==> config.mk <==
export PLATFORM = sky130hd
export DESIGN_NAME = mini_src_control_unit_flat
export DESIGN_NICKNAME = d
export VERILOG_FILES = /design/src/rtl/mini_src_control_unit_if.sv /design/src/rtl/mini_src_control_unit.sv /design/src/flat_wrapper.sv
export SDC_FILE = /design/constraint.sdc
export NUM_CORES = 1
export LEC_CHECK = 0
export ABC_AREA = 1
export CORE_MARGIN = 2
export CORE_UTILIZATION = 41
export DETAILED_ROUTE_END_ITERATION = 16
export PLACE_DENSITY = 0.9
export SYNTH_ARGS = -nofsm -noshare
export SYNTH_HDL_FRONTEND = slang
export SYNTH_SLANG_ARGS = --single-unit
==> constraint.sdc <==
create_clock -name clk -period 2.55 [get_ports clk]
set_input_delay 0.255 -clock clk [delete_from_list [all_inputs] [get_ports clk]]
set_output_delay 0.255 -clock clk [all_outputs]
set_load 0.02 [all_outputs]
==> src/rtl/mini_src_control_unit_if.sv <==
// Control bundle between the Mini SRC control unit (master) and the datapath (slave).
// mem_ready exists only when MEM_WAIT_EN is defined.
interface mini_src_control_unit_if;
  logic [31:0] ir;
  logic        con_ff;
  logic        stop;
`ifdef MEM_WAIT_EN
  logic        mem_ready;
`endif
  logic        run;
  logic [2:0]  step;
  logic [4:0]  opcode;
  logic PCout, Z_hi_reg_out, Z_lo_reg_out, MDR_reg_out, HI_reg_out, LO_reg_out;
  logic InPortout, Cout, BAout, Rout;
  logic MARin, MDR_reg_in, PCin, IR_reg_in, Y_reg_in, Zin, HI_reg_in, LO_reg_in;
  logic Rin, CON_enable, Output_in;
  logic Gra, Grb, Grc, R15_sel;
  logic IncPC, Read, Write;

  modport master (
`ifdef MEM_WAIT_EN
    input  mem_ready,
`endif
    input  ir, con_ff, stop,
    output run, step, opcode,
    output PCout, Z_hi_reg_out, Z_lo_reg_out, MDR_reg_out, HI_reg_out, LO_reg_out,
    output InPortout, Cout, BAout, Rout,
    output MARin, MDR_reg_in, PCin, IR_reg_in, Y_reg_in, Zin, HI_reg_in, LO_reg_in,
    output Rin, CON_enable, Output_in,
    output Gra, Grb, Grc, R15_sel,
    output IncPC, Read, Write
  );

  modport slave (
`ifdef MEM_WAIT_EN
    output mem_ready,
`endif
    output ir, con_ff, stop,
    input  run, step, opcode,
    input  PCout, Z_hi_reg_out, Z_lo_reg_out, MDR_reg_out, HI_reg_out, LO_reg_out,
    input  InPortout, Cout, BAout, Rout,
    input  MARin, MDR_reg_in, PCin, IR_reg_in, Y_reg_in, Zin, HI_reg_in, LO_reg_in,
    input  Rin, CON_enable, Output_in,
    input  Gra, Grb, Grc, R15_sel,
    input  IncPC, Read, Write
  );
endinterface

==> src/rtl/mini_src_control_unit.sv <==
// Mini SRC hardwired control: fetch T0-T2, decode ir[31:27], execute T3-T7, halt/stop.
// Optional MEM_WAIT_EN: Read/Write steps stretch until mem_ready is high.
module mini_src_control_unit #(
  parameter int NUM_STEPS = 8
) (
  input logic                     clk,
  input logic                     clr,
  mini_src_control_unit_if.master bus
);
  localparam int STEP_W = $clog2(NUM_STEPS);
  localparam logic [4:0] OP_ADD = 5'b00011;
  localparam logic [STEP_W-1:0] T0 = STEP_W'(0);
  localparam logic [STEP_W-1:0] T1 = STEP_W'(1);
  localparam logic [STEP_W-1:0] T2 = STEP_W'(2);
  localparam logic [STEP_W-1:0] T3 = STEP_W'(3);
  localparam logic [STEP_W-1:0] T4 = STEP_W'(4);
  localparam logic [STEP_W-1:0] T5 = STEP_W'(5);
  localparam logic [STEP_W-1:0] T6 = STEP_W'(6);
  localparam logic [STEP_W-1:0] T7 = STEP_W'(7);

  typedef enum logic [1:0] {M_RESET, M_RUN, M_HALTED, M_STOPPED} mode_t;
  typedef enum logic [3:0] {
    C_LD, C_LDI, C_ST, C_ALU, C_IMM, C_MULDIV, C_UNARY, C_BR,
    C_JR, C_JAL, C_IN, C_OUT, C_MFHI, C_MFLO, C_NOP, C_HALT
  } cls_t;

  mode_t             mode, mode_nxt;
  logic [STEP_W-1:0] step_cnt, step_nxt;
  logic [4:0]        op;
  cls_t              cls;
  logic              mem_hold;
  logic              unused_ir;

  function automatic cls_t classify(input logic [4:0] o);
    if (o == 5'd0)       return C_LD;
    else if (o == 5'd1)  return C_LDI;
    else if (o == 5'd2)  return C_ST;
    else if (o <= 5'd11) return C_ALU;
    else if (o <= 5'd14) return C_IMM;
    else if (o <= 5'd16) return C_MULDIV;
    else if (o <= 5'd18) return C_UNARY;
    else if (o == 5'd19) return C_BR;
    else if (o == 5'd20) return C_JR;
    else if (o == 5'd21) return C_JAL;
    else if (o == 5'd22) return C_IN;
    else if (o == 5'd23) return C_OUT;
    else if (o == 5'd24) return C_MFHI;
    else if (o == 5'd25) return C_MFLO;
    else if (o == 5'd27) return C_HALT;
    else                 return C_NOP;
  endfunction

  // Final step of each class; never below T2, so fetch steps cannot end early.
  function automatic logic [STEP_W-1:0] last_step(input cls_t c);
    unique case (c)
      C_LD, C_ST:                       return T7;
      C_LDI, C_ALU, C_IMM:              return T5;
      C_MULDIV, C_BR:                   return T6;
      C_UNARY, C_JAL:                   return T4;
      C_JR, C_IN, C_OUT, C_MFHI, C_MFLO: return T3;
      default:                          return T2;
    endcase
  endfunction

  assign op        = bus.ir[31:27];
  assign cls       = classify(op);
  assign unused_ir = ^bus.ir[26:0];
  assign bus.step  = 3'(step_cnt);

`ifdef MEM_WAIT_EN
  logic mem_step;
  assign mem_step = (mode == M_RUN) &&
                    ((step_cnt == T1) || (cls == C_LD && step_cnt == T6) ||
                     (cls == C_ST && step_cnt == T7));
  assign mem_hold = mem_step & ~bus.mem_ready;
`else
  assign mem_hold = 1'b0;
`endif

  always_ff @(posedge clk or posedge clr) begin
    if (clr) begin
      mode     <= M_RESET;
      step_cnt <= T0;
    end else begin
      mode     <= mode_nxt;
      step_cnt <= step_nxt;
    end
  end

  always_comb begin
    mode_nxt = mode;
    step_nxt = step_cnt;
    unique case (mode)
      M_RESET: begin
        mode_nxt = M_RUN;
        step_nxt = T0;
      end
      M_RUN: begin
        if (!mem_hold) begin
          if (step_cnt == last_step(cls)) begin
            step_nxt = T0;
            if (cls == C_HALT)  mode_nxt = M_HALTED;
            else if (bus.stop)  mode_nxt = M_STOPPED;
          end else begin
            step_nxt = step_cnt + 1'b1;
          end
        end
      end
      M_STOPPED: if (!bus.stop) mode_nxt = M_RUN;
      M_HALTED:  mode_nxt = M_HALTED;
    endcase
  end

  always_comb begin
    bus.run = 1'b0;  bus.opcode = 5'b0;
    bus.PCout = 1'b0; bus.Z_hi_reg_out = 1'b0; bus.Z_lo_reg_out = 1'b0;
    bus.MDR_reg_out = 1'b0; bus.HI_reg_out = 1'b0; bus.LO_reg_out = 1'b0;
    bus.InPortout = 1'b0; bus.Cout = 1'b0; bus.BAout = 1'b0; bus.Rout = 1'b0;
    bus.MARin = 1'b0; bus.MDR_reg_in = 1'b0; bus.PCin = 1'b0; bus.IR_reg_in = 1'b0;
    bus.Y_reg_in = 1'b0; bus.Zin = 1'b0; bus.HI_reg_in = 1'b0; bus.LO_reg_in = 1'b0;
    bus.Rin = 1'b0; bus.CON_enable = 1'b0; bus.Output_in = 1'b0;
    bus.Gra = 1'b0; bus.Grb = 1'b0; bus.Grc = 1'b0; bus.R15_sel = 1'b0;
    bus.IncPC = 1'b0; bus.Read = 1'b0; bus.Write = 1'b0;
    if (mode == M_RUN) begin
      bus.run    = 1'b1;
      bus.opcode = OP_ADD;
      case (step_cnt)
        T0: begin bus.PCout = 1'b1; bus.MARin = 1'b1; bus.IncPC = 1'b1; bus.Zin = 1'b1; end
        T1: begin bus.Z_lo_reg_out = 1'b1; bus.PCin = 1'b1; bus.Read = 1'b1; bus.MDR_reg_in = 1'b1; end
        T2: begin bus.MDR_reg_out = 1'b1; bus.IR_reg_in = 1'b1; end
        default: begin
          unique case (cls)
            C_LD, C_LDI, C_ST: begin
              case (step_cnt)
                T3: begin bus.Grb = 1'b1; bus.BAout = 1'b1; bus.Y_reg_in = 1'b1; end
                T4: begin bus.Cout = 1'b1; bus.Zin = 1'b1; end
                T5: begin
                  bus.Z_lo_reg_out = 1'b1;
                  if (cls == C_LDI) begin bus.Gra = 1'b1; bus.Rin = 1'b1; end
                  else              bus.MARin = 1'b1;
                end
                T6: begin
                  bus.MDR_reg_in = 1'b1;
                  if (cls == C_ST) begin bus.Gra = 1'b1; bus.Rout = 1'b1; end
                  else             bus.Read = 1'b1;
                end
                T7: begin
                  if (cls == C_ST) bus.Write = 1'b1;
                  else begin bus.MDR_reg_out = 1'b1; bus.Gra = 1'b1; bus.Rin = 1'b1; end
                end
                default: ;
              endcase
            end
            C_ALU, C_IMM: begin
              case (step_cnt)
                T3: begin bus.Grb = 1'b1; bus.Rout = 1'b1; bus.Y_reg_in = 1'b1; end
                T4: begin
                  bus.Zin = 1'b1; bus.opcode = op;
                  if (cls == C_IMM) bus.Cout = 1'b1;
                  else begin bus.Grc = 1'b1; bus.Rout = 1'b1; end
                end
                T5: begin bus.Z_lo_reg_out = 1'b1; bus.Gra = 1'b1; bus.Rin = 1'b1; end
                default: ;
              endcase
            end
            C_MULDIV: begin
              case (step_cnt)
                T3: begin bus.Gra = 1'b1; bus.Rout = 1'b1; bus.Y_reg_in = 1'b1; end
                T4: begin bus.Grb = 1'b1; bus.Rout = 1'b1; bus.Zin = 1'b1; bus.opcode = op; end
                T5: begin bus.Z_lo_reg_out = 1'b1; bus.LO_reg_in = 1'b1; end
                T6: begin bus.Z_hi_reg_out = 1'b1; bus.HI_reg_in = 1'b1; end
                default: ;
              endcase
            end
            C_UNARY: begin
              case (step_cnt)
                T3: begin bus.Grb = 1'b1; bus.Rout = 1'b1; bus.Zin = 1'b1; bus.opcode = op; end
                T4: begin bus.Z_lo_reg_out = 1'b1; bus.Gra = 1'b1; bus.Rin = 1'b1; end
                default: ;
              endcase
            end
            C_BR: begin
              case (step_cnt)
                T3: begin bus.Gra = 1'b1; bus.Rout = 1'b1; bus.CON_enable = 1'b1; end
                T4: begin bus.PCout = 1'b1; bus.Y_reg_in = 1'b1; end
                T5: begin bus.Cout = 1'b1; bus.Zin = 1'b1; end
                T6: begin bus.Z_lo_reg_out = 1'b1; bus.PCin = bus.con_ff; end
                default: ;
              endcase
            end
            C_JR:   if (step_cnt == T3) begin bus.Gra = 1'b1; bus.Rout = 1'b1; bus.PCin = 1'b1; end
            C_JAL: begin
              case (step_cnt)
                T3: begin bus.PCout = 1'b1; bus.Rin = 1'b1; bus.R15_sel = 1'b1; end
                T4: begin bus.Gra = 1'b1; bus.Rout = 1'b1; bus.PCin = 1'b1; end
                default: ;
              endcase
            end
            C_IN:   if (step_cnt == T3) begin bus.InPortout = 1'b1; bus.Gra = 1'b1; bus.Rin = 1'b1; end
            C_OUT:  if (step_cnt == T3) begin bus.Gra = 1'b1; bus.Rout = 1'b1; bus.Output_in = 1'b1; end
            C_MFHI: if (step_cnt == T3) begin bus.HI_reg_out = 1'b1; bus.Gra = 1'b1; bus.Rin = 1'b1; end
            C_MFLO: if (step_cnt == T3) begin bus.LO_reg_out = 1'b1; bus.Gra = 1'b1; bus.Rin = 1'b1; end
            C_NOP, C_HALT: ;
          endcase
        end
      endcase
    end
  end
endmodule

==> src/flat_wrapper.sv <==
// flat-port wrapper written by rule: the top's interface ports become plain ports
module mini_src_control_unit_flat 
#(
  parameter int NUM_STEPS = 8
)
  (clk, clr, bus_ir, bus_con_ff, bus_stop, bus_run, bus_step, bus_opcode, bus_PCout, bus_Z_hi_reg_out, bus_Z_lo_reg_out, bus_MDR_reg_out, bus_HI_reg_out, bus_LO_reg_out, bus_InPortout, bus_Cout, bus_BAout, bus_Rout, bus_MARin, bus_MDR_reg_in, bus_PCin, bus_IR_reg_in, bus_Y_reg_in, bus_Zin, bus_HI_reg_in, bus_LO_reg_in, bus_Rin, bus_CON_enable, bus_Output_in, bus_Gra, bus_Grb, bus_Grc, bus_R15_sel, bus_IncPC, bus_Read, bus_Write);
  mini_src_control_unit_if bus_i ();
  input logic clk;
  input logic clr;
  input wire logic [$bits(bus_i.ir)-1:0] bus_ir;
  input wire logic [$bits(bus_i.con_ff)-1:0] bus_con_ff;
  input wire logic [$bits(bus_i.stop)-1:0] bus_stop;
  output wire logic [$bits(bus_i.run)-1:0] bus_run;
  output wire logic [$bits(bus_i.step)-1:0] bus_step;
  output wire logic [$bits(bus_i.opcode)-1:0] bus_opcode;
  output wire logic [$bits(bus_i.PCout)-1:0] bus_PCout;
  output wire logic [$bits(bus_i.Z_hi_reg_out)-1:0] bus_Z_hi_reg_out;
  output wire logic [$bits(bus_i.Z_lo_reg_out)-1:0] bus_Z_lo_reg_out;
  output wire logic [$bits(bus_i.MDR_reg_out)-1:0] bus_MDR_reg_out;
  output wire logic [$bits(bus_i.HI_reg_out)-1:0] bus_HI_reg_out;
  output wire logic [$bits(bus_i.LO_reg_out)-1:0] bus_LO_reg_out;
  output wire logic [$bits(bus_i.InPortout)-1:0] bus_InPortout;
  output wire logic [$bits(bus_i.Cout)-1:0] bus_Cout;
  output wire logic [$bits(bus_i.BAout)-1:0] bus_BAout;
  output wire logic [$bits(bus_i.Rout)-1:0] bus_Rout;
  output wire logic [$bits(bus_i.MARin)-1:0] bus_MARin;
  output wire logic [$bits(bus_i.MDR_reg_in)-1:0] bus_MDR_reg_in;
  output wire logic [$bits(bus_i.PCin)-1:0] bus_PCin;
  output wire logic [$bits(bus_i.IR_reg_in)-1:0] bus_IR_reg_in;
  output wire logic [$bits(bus_i.Y_reg_in)-1:0] bus_Y_reg_in;
  output wire logic [$bits(bus_i.Zin)-1:0] bus_Zin;
  output wire logic [$bits(bus_i.HI_reg_in)-1:0] bus_HI_reg_in;
  output wire logic [$bits(bus_i.LO_reg_in)-1:0] bus_LO_reg_in;
  output wire logic [$bits(bus_i.Rin)-1:0] bus_Rin;
  output wire logic [$bits(bus_i.CON_enable)-1:0] bus_CON_enable;
  output wire logic [$bits(bus_i.Output_in)-1:0] bus_Output_in;
  output wire logic [$bits(bus_i.Gra)-1:0] bus_Gra;
  output wire logic [$bits(bus_i.Grb)-1:0] bus_Grb;
  output wire logic [$bits(bus_i.Grc)-1:0] bus_Grc;
  output wire logic [$bits(bus_i.R15_sel)-1:0] bus_R15_sel;
  output wire logic [$bits(bus_i.IncPC)-1:0] bus_IncPC;
  output wire logic [$bits(bus_i.Read)-1:0] bus_Read;
  output wire logic [$bits(bus_i.Write)-1:0] bus_Write;
  assign bus_i.ir = bus_ir;
  assign bus_i.con_ff = bus_con_ff;
  assign bus_i.stop = bus_stop;
  assign bus_run = bus_i.run;
  assign bus_step = bus_i.step;
  assign bus_opcode = bus_i.opcode;
  assign bus_PCout = bus_i.PCout;
  assign bus_Z_hi_reg_out = bus_i.Z_hi_reg_out;
  assign bus_Z_lo_reg_out = bus_i.Z_lo_reg_out;
  assign bus_MDR_reg_out = bus_i.MDR_reg_out;
  assign bus_HI_reg_out = bus_i.HI_reg_out;
  assign bus_LO_reg_out = bus_i.LO_reg_out;
  assign bus_InPortout = bus_i.InPortout;
  assign bus_Cout = bus_i.Cout;
  assign bus_BAout = bus_i.BAout;
  assign bus_Rout = bus_i.Rout;
  assign bus_MARin = bus_i.MARin;
  assign bus_MDR_reg_in = bus_i.MDR_reg_in;
  assign bus_PCin = bus_i.PCin;
  assign bus_IR_reg_in = bus_i.IR_reg_in;
  assign bus_Y_reg_in = bus_i.Y_reg_in;
  assign bus_Zin = bus_i.Zin;
  assign bus_HI_reg_in = bus_i.HI_reg_in;
  assign bus_LO_reg_in = bus_i.LO_reg_in;
  assign bus_Rin = bus_i.Rin;
  assign bus_CON_enable = bus_i.CON_enable;
  assign bus_Output_in = bus_i.Output_in;
  assign bus_Gra = bus_i.Gra;
  assign bus_Grb = bus_i.Grb;
  assign bus_Grc = bus_i.Grc;
  assign bus_R15_sel = bus_i.R15_sel;
  assign bus_IncPC = bus_i.IncPC;
  assign bus_Read = bus_i.Read;
  assign bus_Write = bus_i.Write;
  mini_src_control_unit #(.NUM_STEPS(NUM_STEPS)) u_core (.clk(clk), .clr(clr), .bus(bus_i));
endmodule
==> results of run 1 <==
per-layer routing:
| metal | GRT usage | wire, µm | vias to the layer above |
|---|---|---|---|
| met3 | 0.03243 | 528 | 23 |
| met2 | 0.4840 | 2650 | 128 |
| met5 | 0 | 0 | - |
| met1 | 0.3118 | 2090 | 996 |
| met4 | 0.1028 | 170 | 0 |
| li1 | - | - | 1031 |
repair_timing:
item / 4_1_cts / 5_1_grt
endpoints found under the setup margin: 29 / 25
gates resized for setup: 51 / 23
buffers inserted: 1 / 1
pin swaps: 2 / 1
cells by family after synthesis:
family / after synthesis
AOI/OAI and AO/OA: 34
xor gates and xnor gates: 1
adders and majority gates: 10
buffers and inverters: 53
DFF: 5
and+or+nand+nor: 151
worst max-delay path, stage by stage:
cell	delay (ns)
clkdlybuf4s15_1	0.31
nor2_4	0.09
a21oi_4	0.18
nand2_1	0.08
nand2_1	0.10
nand2_2	0.10
nand2_2	0.07
nand2_2	0.08
nand3_1	0.11
nand2_1	0.10
nand3_1	0.09
nand2_1	0.08
nor2_1	0.09
nand3_1	0.09
nand2_1	0.08
inv_1	0.04
clkdlybuf4s15_2	0.24
synth_stat cells, drive strengths merged, types with 2 or more instances:
master	instances
nand2	61
nand3	32
inv	46
buf	2
o2111ai	2
o22ai	6
clkbuf	4
nand4	5
nor3	6
dfrtp	5
nor2	45
a21oi	8
ha	10
nor4	2
o21ai	11
placed cells by master, fill, tap and decap left out, drive strengths merged:
cell and instances:
nand3 32, clkdlybuf4s15 4, a31oi 1, nor3 6, o2111ai 2, a22oi 1
dlymetal6s2s 3, nor4 2, a21oi 8, nand4 5, nand2 61, xor2 1
o41ai 1, o21ai 11, clkdlybuf4s50 9, ha 10, clkbuf 10, a32o 1
dfrtp 5, buf 58, o22ai 6, o311ai 1, a311oi 1, clkinv 1
nor2 45, dlygate4sd2 20, inv 46, o31ai 1
power by group through the flow:
stage          clock network [mW]  registers (mW)  logic [mW]
6_report                   0.0909           0.167        1.40
5_1_grt                     0.104           0.174        1.53
4_1_cts                    0.0943           0.165        1.38
3_5_place_dp                    0           0.166        1.43
3_3_place_gp                    0           0.164        1.38
2_1_floorplan                   0           0.184       0.815
area by class of cell:
class | instances | area (µm²)
Clock buffer | 4 | 26.28
Timing Repair Buffer | 100 | 803.3
Multi-Input combinational cell | 196 | 1120
Tap cell | 46 | 57.56
Sequential cell | 5 | 126.4
Inverter | 47 | 180.2
Fill cell | 270 | 1023
per-stage QoR:
step	setup slack [ns]	utilization	hold slack, ns	total power [mW]
3_3_place_gp	-0.3719	0.6903	0.4534	1.541
3_5_place_dp	-0.4802	0.6903	0.4789	1.597
6_report	0.1008	0.6933	0.2251	1.657
5_1_grt	-0.02180	0.6933	0.2453	1.807
2_1_floorplan	0.1002	-	0.03352	0.9995
4_1_cts	0.004336	0.6933	0.2181	1.640
sequential cells by signal, indices dropped and copies added, names as in the netlist:
register / cells
u_core.bus.step: 3
u_core.mode: 2
path summary, 6_finish.rpt:
| kind | to | slack, ns | depth (start not counted) |
|---|---|---|---|
| hold / removal | u_core.mode[1] | 0.23 | 2 |
| setup reg to reg | u_core.mode[0] | 0.89 | 9 |
| max in group asynchronous | u_core.bus.step[0] | 2.13 | 2 |
| hold reg to reg | u_core.mode[1] | 0.54 | 2 |
| setup / recovery | bus_Gra | 0.10 | 17 |
| min in group clk | u_core.mode[1] | 0.54 | 2 |
==> impl_metrics.csv, run 1 <==
group,metric,value,unit
timing,finalSetupViolations,0,
floorplan,io_pins,73,
yosys,yosysTopAreaCellShare,0.1396,
detailed_routing,drc,0,
floorplan,die-area,0.003963,mm²
detailed_routing,drt.antenna.violating_nets,0,
setup_path,crit_path_end_kind,"output port",
yosys,synth-main-ff-cell,"dfrtp_1",
timing,drv_slew,0,
floorplan,die_h,62.96,µm
min_path,hp-class,"in2async",
timing,period_share,0.9605,
detailed_routing,dr.pass1.iters,9,
timing,fmax,0.4083,GHz
yosys,synth_top_family_by_area,"simple AND/OR/NAND/NOR gates",
global_routing,grt_pass1_wl,8528,µm
yosys,synth_edf_count,0,
detailed_routing,wire_per_inst,13.67,µm
global_routing,grt_overflow,0,
yosys,synth_compound_area_frac,0.1686,
power_and_ir_drop,clkPwrFrac,0.055,
yosys,synthSimpleGateAreaFrac,0.5066,
detailed_routing,via_count,2178,
yosys,yosys_register_bits,5,
floorplan,rows,21,
power_and_ir_drop,vdd_drop_max,0.0005493,V
cts,cts_tree,"done",
yosys,ys_top_cells_by_area,"nand2_1 14%, inv_1 10%, nor2_1 10%",
place,dpl.hpwl,4369,µm
finish,fin_cells,398,
setup_path,r2r-start,"u_core.mode[1]",
setup_path,startpoint,"bus_ir[28]",
yosys,synthCells,254,
yosys,ys_seq_area_frac,0.08780,
place,place_inst,392,
global_routing,antenna_found_initial,0,
place,gp_congestion,1.102,
power_and_ir_drop,power_frac_comb,0.844,
power_and_ir_drop,power_leakage,1.328,nW
cts,path_clk_slew,0.04,ns
finish,drive_gt1_frac,0.3068,
global_routing,grt_usage,0.2654,
timing,finalClockSkew,0.002182,ns
power_and_ir_drop,seqPwrFrac,0.101,
detailed_routing,drt_iter0_markers,238,
finish,stdcell_area,0.002313,mm²
cts,clock_latency,0.24,ns
place,dpl-instance-area,0.002303,mm²
yosys,ys_async_sr_fraction,1.000,
yosys,synth_nets,300,
global_routing,grt_pass1_vias,1964,
setup_path,crit_fanout,5,
timing,finalCriticalPeriod,2.449,ns
power_and_ir_drop,p_switching,0.9391,mW
setup_path,path_class,"in2out",
power_and_ir_drop,p_int,0.7176,mW
yosys,synthMuxAreaShare,0,
setup_path,cp.required,2.30,ns
timing,worstMarginPinSlew,0.4071,ns
cts,h-tree-depth,1,
floorplan,fp.coreArea,0.003337,mm²
job,maxCapViolations,0,
power_and_ir_drop,p_sw_frac,0.5668,
setup_path,setup.worst_path.start_class,"primary input",
yosys,yosysUniqueCellTypes,36,
yosys,syn_area_per_cell,5.611,µm²
detailed_routing,finalWirelength,5439,µm
cts,cts_made_buffers,3,
cts,cts_sinks,5,
global_routing,grt_max_degree,15,
yosys,synth_area,0.001425,mm²
status,outcome,"complete, no violations",
timing,slew_headroom,0.7252,
floorplan,initial_utilization,0.4271,
yosys,ys.warnings.count,0,
cts,clockBufferDepth,2,
setup_path,crit_arrival,2.19,ns
timing,hold_violations,0,
place,port_buffers,45,
yosys,synth_top_area_cell,"nand2_1",
yosys,synth_xor_area_frac,0.006146,
finish,nNetsFinal,399,
detailed_routing,vias_per_cell,5.472,
power_and_ir_drop,powerDensity,716.1,mW/mm²
cts,clock_tree.root_cell,"clkbuf_4",
finish,syn_to_final_growth,62.34,%
floorplan,die_x,62.96,µm
yosys,yosys.area_share.adder,0.08780,
finish,num_antenna_cells,0,
timing,finalSetupTns,0,ns
cts,postCtsHoldBufs,0,
No activity file was read; power rests on OpenSTA's default activity.
==> run 2, diff against run 1 <==
Settings changed: SKIP_LAST_GASP set to 1.
==> run 2 against run 1 <==
Final cell count is the same. Combinational power is essentially flat. Largest cell class unchanged. Highest routed layer unchanged. Non-clock buffer count is the same. Utilization is the same. Design area is the same. Total power is essentially flat. Critical path type unchanged. Maximum frequency grew 0.34%.
==> impl_metrics.csv, run 2 (synthesis results as in run 1) <==
group,metric,value,unit
power_and_ir_drop,powerDensity,716.1,mW/mm²
power_and_ir_drop,seqPwrFrac,0.101,
status,outcome,"complete, no violations",
detailed_routing,drt.antenna.violating_nets,0,
cts,h-tree-depth,1,
setup_path,r2r_cells,9,
setup_path,r2r-start,"u_core.mode[1]",
cts,path_clk_slew,0.04,ns
detailed_routing,vias_per_cell,5.497,
min_path,hp-class,"in2async",
place,place_ws,-0.4802,ns
finish,seqCellArea,126.4,µm²
global_routing,grt_pass1_vias,1964,
setup_path,r2r-end,"u_core.mode[0]",
cts,cts_made_buffers,3,
finish,final_common_cell,"buf_4",
finish,multiInputGateArea,0.001120,mm²
timing,finalClockSkew,0.002181,ns
timing,hold_violations,0,
floorplan,initial_utilization,0.4271,
timing,finalCriticalPeriod,2.441,ns
setup_path,rrSetupSlack,0.88,ns
cts,postCtsHoldBufs,0,
power_and_ir_drop,clkPwrFrac,0.055,
power_and_ir_drop,power.total,1.657,mW
floorplan,die_x,62.96,µm
global_routing,antenna_found_initial,0,
global_routing,grt_max_degree,15,
finish,num_antenna_cells,0,
setup_path,crit_arrival,2.19,ns
timing,drv_slew,0,
place,gp_congestion,1.102,
setup_path,path_class,"in2out",
global_routing,grt_pass1_wl,8528,µm
finish,largest_reg_flops,3,
detailed_routing,drc,0,
power_and_ir_drop,p_sw_frac,0.5669,
timing,finalSetupViolations,0,
floorplan,io_pins,73,
finish,drive_gt1_frac,0.3068,
cts,cts_tree,"done",
floorplan,die_h,62.96,µm
cts,clock_latency,0.24,ns
floorplan,fp.coreArea,0.003337,mm²
timing,layout_setup_ws,0.1090,ns
detailed_routing,drt_iter0_markers,238,
global_routing,grt_overflow,0,
cts,cts_sinks,5,
power_and_ir_drop,vdd_drop_max,0.0005498,V
setup_path,setup.worst_path.start_class,"primary input",
global_routing,grt_usage,0.2654,
place,port_buffers,45,
cts,clockBufferDepth,2,
finish,nNetsFinal,399,
timing,worstMarginPinSlew,0.4071,ns
detailed_routing,wire_per_inst,13.66,µm
timing,fmax,0.4097,GHz
setup_path,crit_fanout,5,
place,dpl.hpwl,4369,µm
timing,period_share,0.9572,
timing,slew_headroom,0.7252,
detailed_routing,finalWirelength,5436,µm
detailed_routing,dr.pass1.iters,7,
cts,clock_tree.root_cell,"clkbuf_4",
setup_path,crit_path_end_kind,"output port",
detailed_routing,via_count,2188,
floorplan,die-area,0.003963,mm²
floorplan,rows,21,
job,maxCapViolations,0,
timing,finalSetupTns,0,ns
power_and_ir_drop,p_switching,0.9392,mW
setup_path,cp.required,2.30,ns
power_and_ir_drop,power_leakage,1.328,nW
finish,fillers,270,
power_and_ir_drop,power_frac_comb,0.844,
finish,syn_to_final_growth,62.34,%
power_and_ir_drop,p_int,0.7174,mW
finish,layout_common_cells,"55 x buf_4, 51 x nand2_1, 39 x inv_1, 39 x nor2_1, 26 x nand3_1",
run 2: cell type report:
class,count,area share
multi-input combinational,196,0.4840
timing repair buffer,100,0.3472
inverter,47,0.07788
sequential,5,0.05462
tap,46,0.02488
clock buffer,4,0.01136
run 2: worst max-delay path by stage:
stage	from	depth (start not counted)	slack [ns]	end
floorplan	u_core.mode[1]	7	0.10	bus_Z_hi_reg_out
global placement	bus_ir[29]	13	-0.37	bus_Rin
detailed placement	bus_ir[29]	17	-0.48	bus_opcode[1]
CTS	bus_ir[31]	14	-0.06	bus_opcode[1]
global route	bus_ir[28]	17	-0.02	bus_Gra
finish	bus_ir[28]	17	0.11	bus_Rout
run 2: layer usage:
| metal | GRT usage | vias up | wire [µm] |
|---|---|---|---|
| met3 | 0.03243 | 23 | 544 |
| met4 | 0.1028 | 0 | 163 |
| met2 | 0.4840 | 139 | 2650 |
| met1 | 0.3118 | 997 | 2078 |
| li1 | - | 1029 | - |
| met5 | 0 | - | 0 |
run 2: worst max-delay path, stage by stage:
cell and delay (ns):
clkdlybuf4s15_1 0.28, nor2_4 0.21, a21oi_4 0.08, nand2_1 0.07, nand2_1 0.08, nand2_2 0.12, nand2_2 0.06, nand2_2 0.10
nand3_1 0.11, nand2_1 0.12, inv_2 0.06, nand2_4 0.08, nand3_1 0.08, nand3_1 0.08, nand3_1 0.08, inv_1 0.06
clkdlybuf4s15_2 0.25
run 2: power groups by stage:
stage / registers [mW] / logic [mW] / clock network [mW]
2_1_floorplan: 0.184 / 0.815 / 0
6_report: 0.167 / 1.40 / 0.0910
5_1_grt: 0.174 / 1.53 / 0.104
3_5_place_dp: 0.166 / 1.43 / 0
3_3_place_gp: 0.164 / 1.38 / 0
4_1_cts: 0.165 / 1.38 / 0.0943
run 2: through the flow:
stage / instance area [µm²] / std cells / utilization / hold slack (ns)
detailed placement: 2303 / 392 / 0.6903 / 0.4789
global placement: 2303 / 392 / 0.6903 / 0.4534
floorplan: 1425 / 254 / - / 0.03352
finish: 2313 / 398 / 0.6933 / 0.2249
global route: 2313 / 398 / 0.6933 / 0.2453
CTS: 2311 / 397 / 0.6925 / 0.2181
run 2: what timing repair did:
item	4_1_cts	5_1_grt
resized for setup	49	24
endpoints found under the setup margin	29	25
setup buffers	1	1
pin swaps	2	1
==> run 3, diff against run 2 <==
Settings changed: SETUP_SLACK_MARGIN set to 0.1.
==> run 3 against run 2 <==
Hold slack improved by 0.0019 ns. Wire length is 0.55% lower. Sequential share of layout area up 0.10 points. Non-clock buffer count is 1 lower. Critical endpoint is now bus_Gra. Highest routed layer unchanged.
==> impl_metrics.csv, run 3 (synthesis results as in run 1) <==
group,metric,value,unit
status,outcome,"complete, no violations",
global_routing,use_met2,0.4814,
finish,fin_cells,397,
setup_path,path_class,"reg2out",
detailed_routing,drt.antenna.violating_nets,0,
timing,fmax,0.4277,GHz
global_routing,antenna_found_initial,0,
timing,slew_headroom,0.7272,
detailed_routing,drc,0,
power_and_ir_drop,power_leakage,1.261,nW
cts,cts_sinks,5,
global_routing,grt_pass1_wl,8500,µm
timing,worstMarginPinSlew,0.4041,ns
floorplan,io_pins,73,
timing,hold_violations,0,
cts,cts_made_buffers,3,
finish,final_common_cell,"buf_4",
detailed_routing,drt_iter0_markers,280,
setup_path,crit_path_end_kind,"output port",
global_routing,grt_overflow,0,
cts,clock_tree.root_cell,"clkbuf_4",
timing,finalClockSkew,0.002019,ns
min_path,hp-class,"in2async",
floorplan,die-area,0.003963,mm²
power_and_ir_drop,vdd_drop_max,0.0005521,V
global_routing,grt_usage,0.2646,
job,maxCapViolations,0,
place,dpl-instance-area,0.002303,mm²
finish,syn_to_final_growth,60.93,%
detailed_routing,vias_per_cell,5.401,
floorplan,die_x,62.96,µm
setup_path,crit_arrival,2.08,ns
floorplan,fp.coreArea,0.003337,mm²
place,dpl.hpwl,4369,µm
cts,clockBufferDepth,2,
global_routing,gr-usage-met1,0.3118,
global_routing,gr-max-usage-layer,"met2",
detailed_routing,wire_per_inst,13.62,µm
power_and_ir_drop,powerDensity,727.5,mW/mm²
finish,largest_reg_flops,3,
power_and_ir_drop,p_int,0.7245,mW
timing,finalSetupTns,0,ns
place,place_inst,392,
floorplan,rows,21,
setup_path,cp.required,2.30,ns
power_and_ir_drop,seqPwrFrac,0.102,
setup_path,setup.worst_path.start_class,"register",
cts,clock_latency,0.24,ns
cts,postCtsHoldBufs,0,
detailed_routing,dr.pass1.iters,5,
finish,nNetsFinal,398,
cts,h-tree-depth,1,
place,gp_congestion,1.102,
global_routing,grt_pass1_vias,1960,
finish,drive_gt1_frac,0.3419,
setup_path,startpoint,"u_core.bus.step[1]",
finish,num_antenna_cells,0,
timing,rsz0062_at_grt,"false",
cts,cts_tree,"done",
global_routing,grt_use_met3,0.03243,
detailed_routing,via_count,2144,
power_and_ir_drop,p_switching,0.9439,mW
power_and_ir_drop,p_sw_frac,0.5657,
global_routing,grt_max_degree,15,
power_and_ir_drop,power_frac_comb,0.843,
timing,drv_slew,0,
floorplan,die_h,62.96,µm
floorplan,initial_utilization,0.4271,
place,port_buffers,45,
timing,finalSetupViolations,0,
timing,period_share,0.9169,
cts,path_clk_slew,0.04,ns
setup_path,crit_fanout,6,
power_and_ir_drop,clkPwrFrac,0.054,
detailed_routing,finalWirelength,5406,µm
setup_path,r2r-start,"u_core.mode[1]",
timing,finalCriticalPeriod,2.338,ns
finish,layout_common_cells,"55 x buf_4, 50 x nand2_1, 38 x inv_1, 38 x nor2_1, 24 x nand3_1",
finish,stdcell_area,0.002293,mm²
-- run 3: cell count changes in the layout (fill, tap and decap cells not counted), moves of 2 or more --
cell / delta
nand3_2: +2
dlymetal6s2s_1: -3
nand3_1: -2
clkbuf_2: +4
dlygate4sd2_1: -4
-- run 3: worst max-delay path: stages, from the launching register on --
cell	delay (ns)
dfrtp_2	0.44
inv_1	0.14
ha_1	0.24
nand2_1	0.10
o21ai_0	0.17
inv_1	0.08
nand2_1	0.06
o2111ai_1	0.12
nand3_1	0.13
nand2_1	0.06
inv_1	0.05
clkdlybuf4s15_2	0.24
-- run 3: routing by layer --
metal / vias up / part of all wire
li1: 1025 / -
met1: 964 / 0.38
met2: 139 / 0.50
met3: 16 / 0.095
met4: 0 / 0.022
met5: - / 0
-- run 3: final timing paths --
kind                                      end  slack (ns)  cells after the start
min in group clk               u_core.mode[1]        0.54                      2
setup reg to reg               u_core.mode[0]        0.89                      9
hold / removal                 u_core.mode[1]        0.23                      2
setup / recovery                      bus_Gra        0.21                     11
hold reg to reg                u_core.mode[1]        0.54                      2
max in group asynchronous  u_core.bus.step[1]        2.13                      2
-- run 3: power by group through the flow --
| stage | registers [mW] | clock network [mW] | logic (mW) |
|---|---|---|---|
| final | 0.171 | 0.0909 | 1.41 |
| after global routing | 0.177 | 0.104 | 1.54 |
| after CTS | 0.165 | 0.0943 | 1.38 |
| after detailed placement | 0.166 | 0 | 1.43 |
| after global placement | 0.164 | 0 | 1.38 |
| after floorplan | 0.184 | 0 | 0.815 |
-- run 3: final cells by class --
class | count | area, µm²
clock buffers | 4 | 26.28
fillers | 265 | 1044
inverters | 47 | 180.2
multi-input cells | 196 | 1135
flip-flops and latches | 5 | 127.6
well taps | 46 | 57.56
repair buffers | 99 | 767.0
-- run 3: what timing repair did --
action,CTS,global route
endpoints found under the setup margin,31,28
pin swaps,2,2
resized for setup,55,41
buffers inserted,1,0
gates cloned,0,0
-- run 3: stage by stage --
| step | util | power, mW | hold WS [ns] | setup slack [ns] |
|---|---|---|---|---|
| after CTS | 0.6922 | 1.635 | 0.2181 | 0.06669 |
| final | 0.6873 | 1.668 | 0.2267 | 0.2120 |
| after detailed placement | 0.6903 | 1.597 | 0.4789 | -0.4802 |
| after floorplan | - | 0.9995 | 0.03352 | 0.1002 |
| after global routing | 0.6873 | 1.816 | 0.2441 | 0.09465 |
| after global placement | 0.6903 | 1.541 | 0.4534 | -0.3719 |
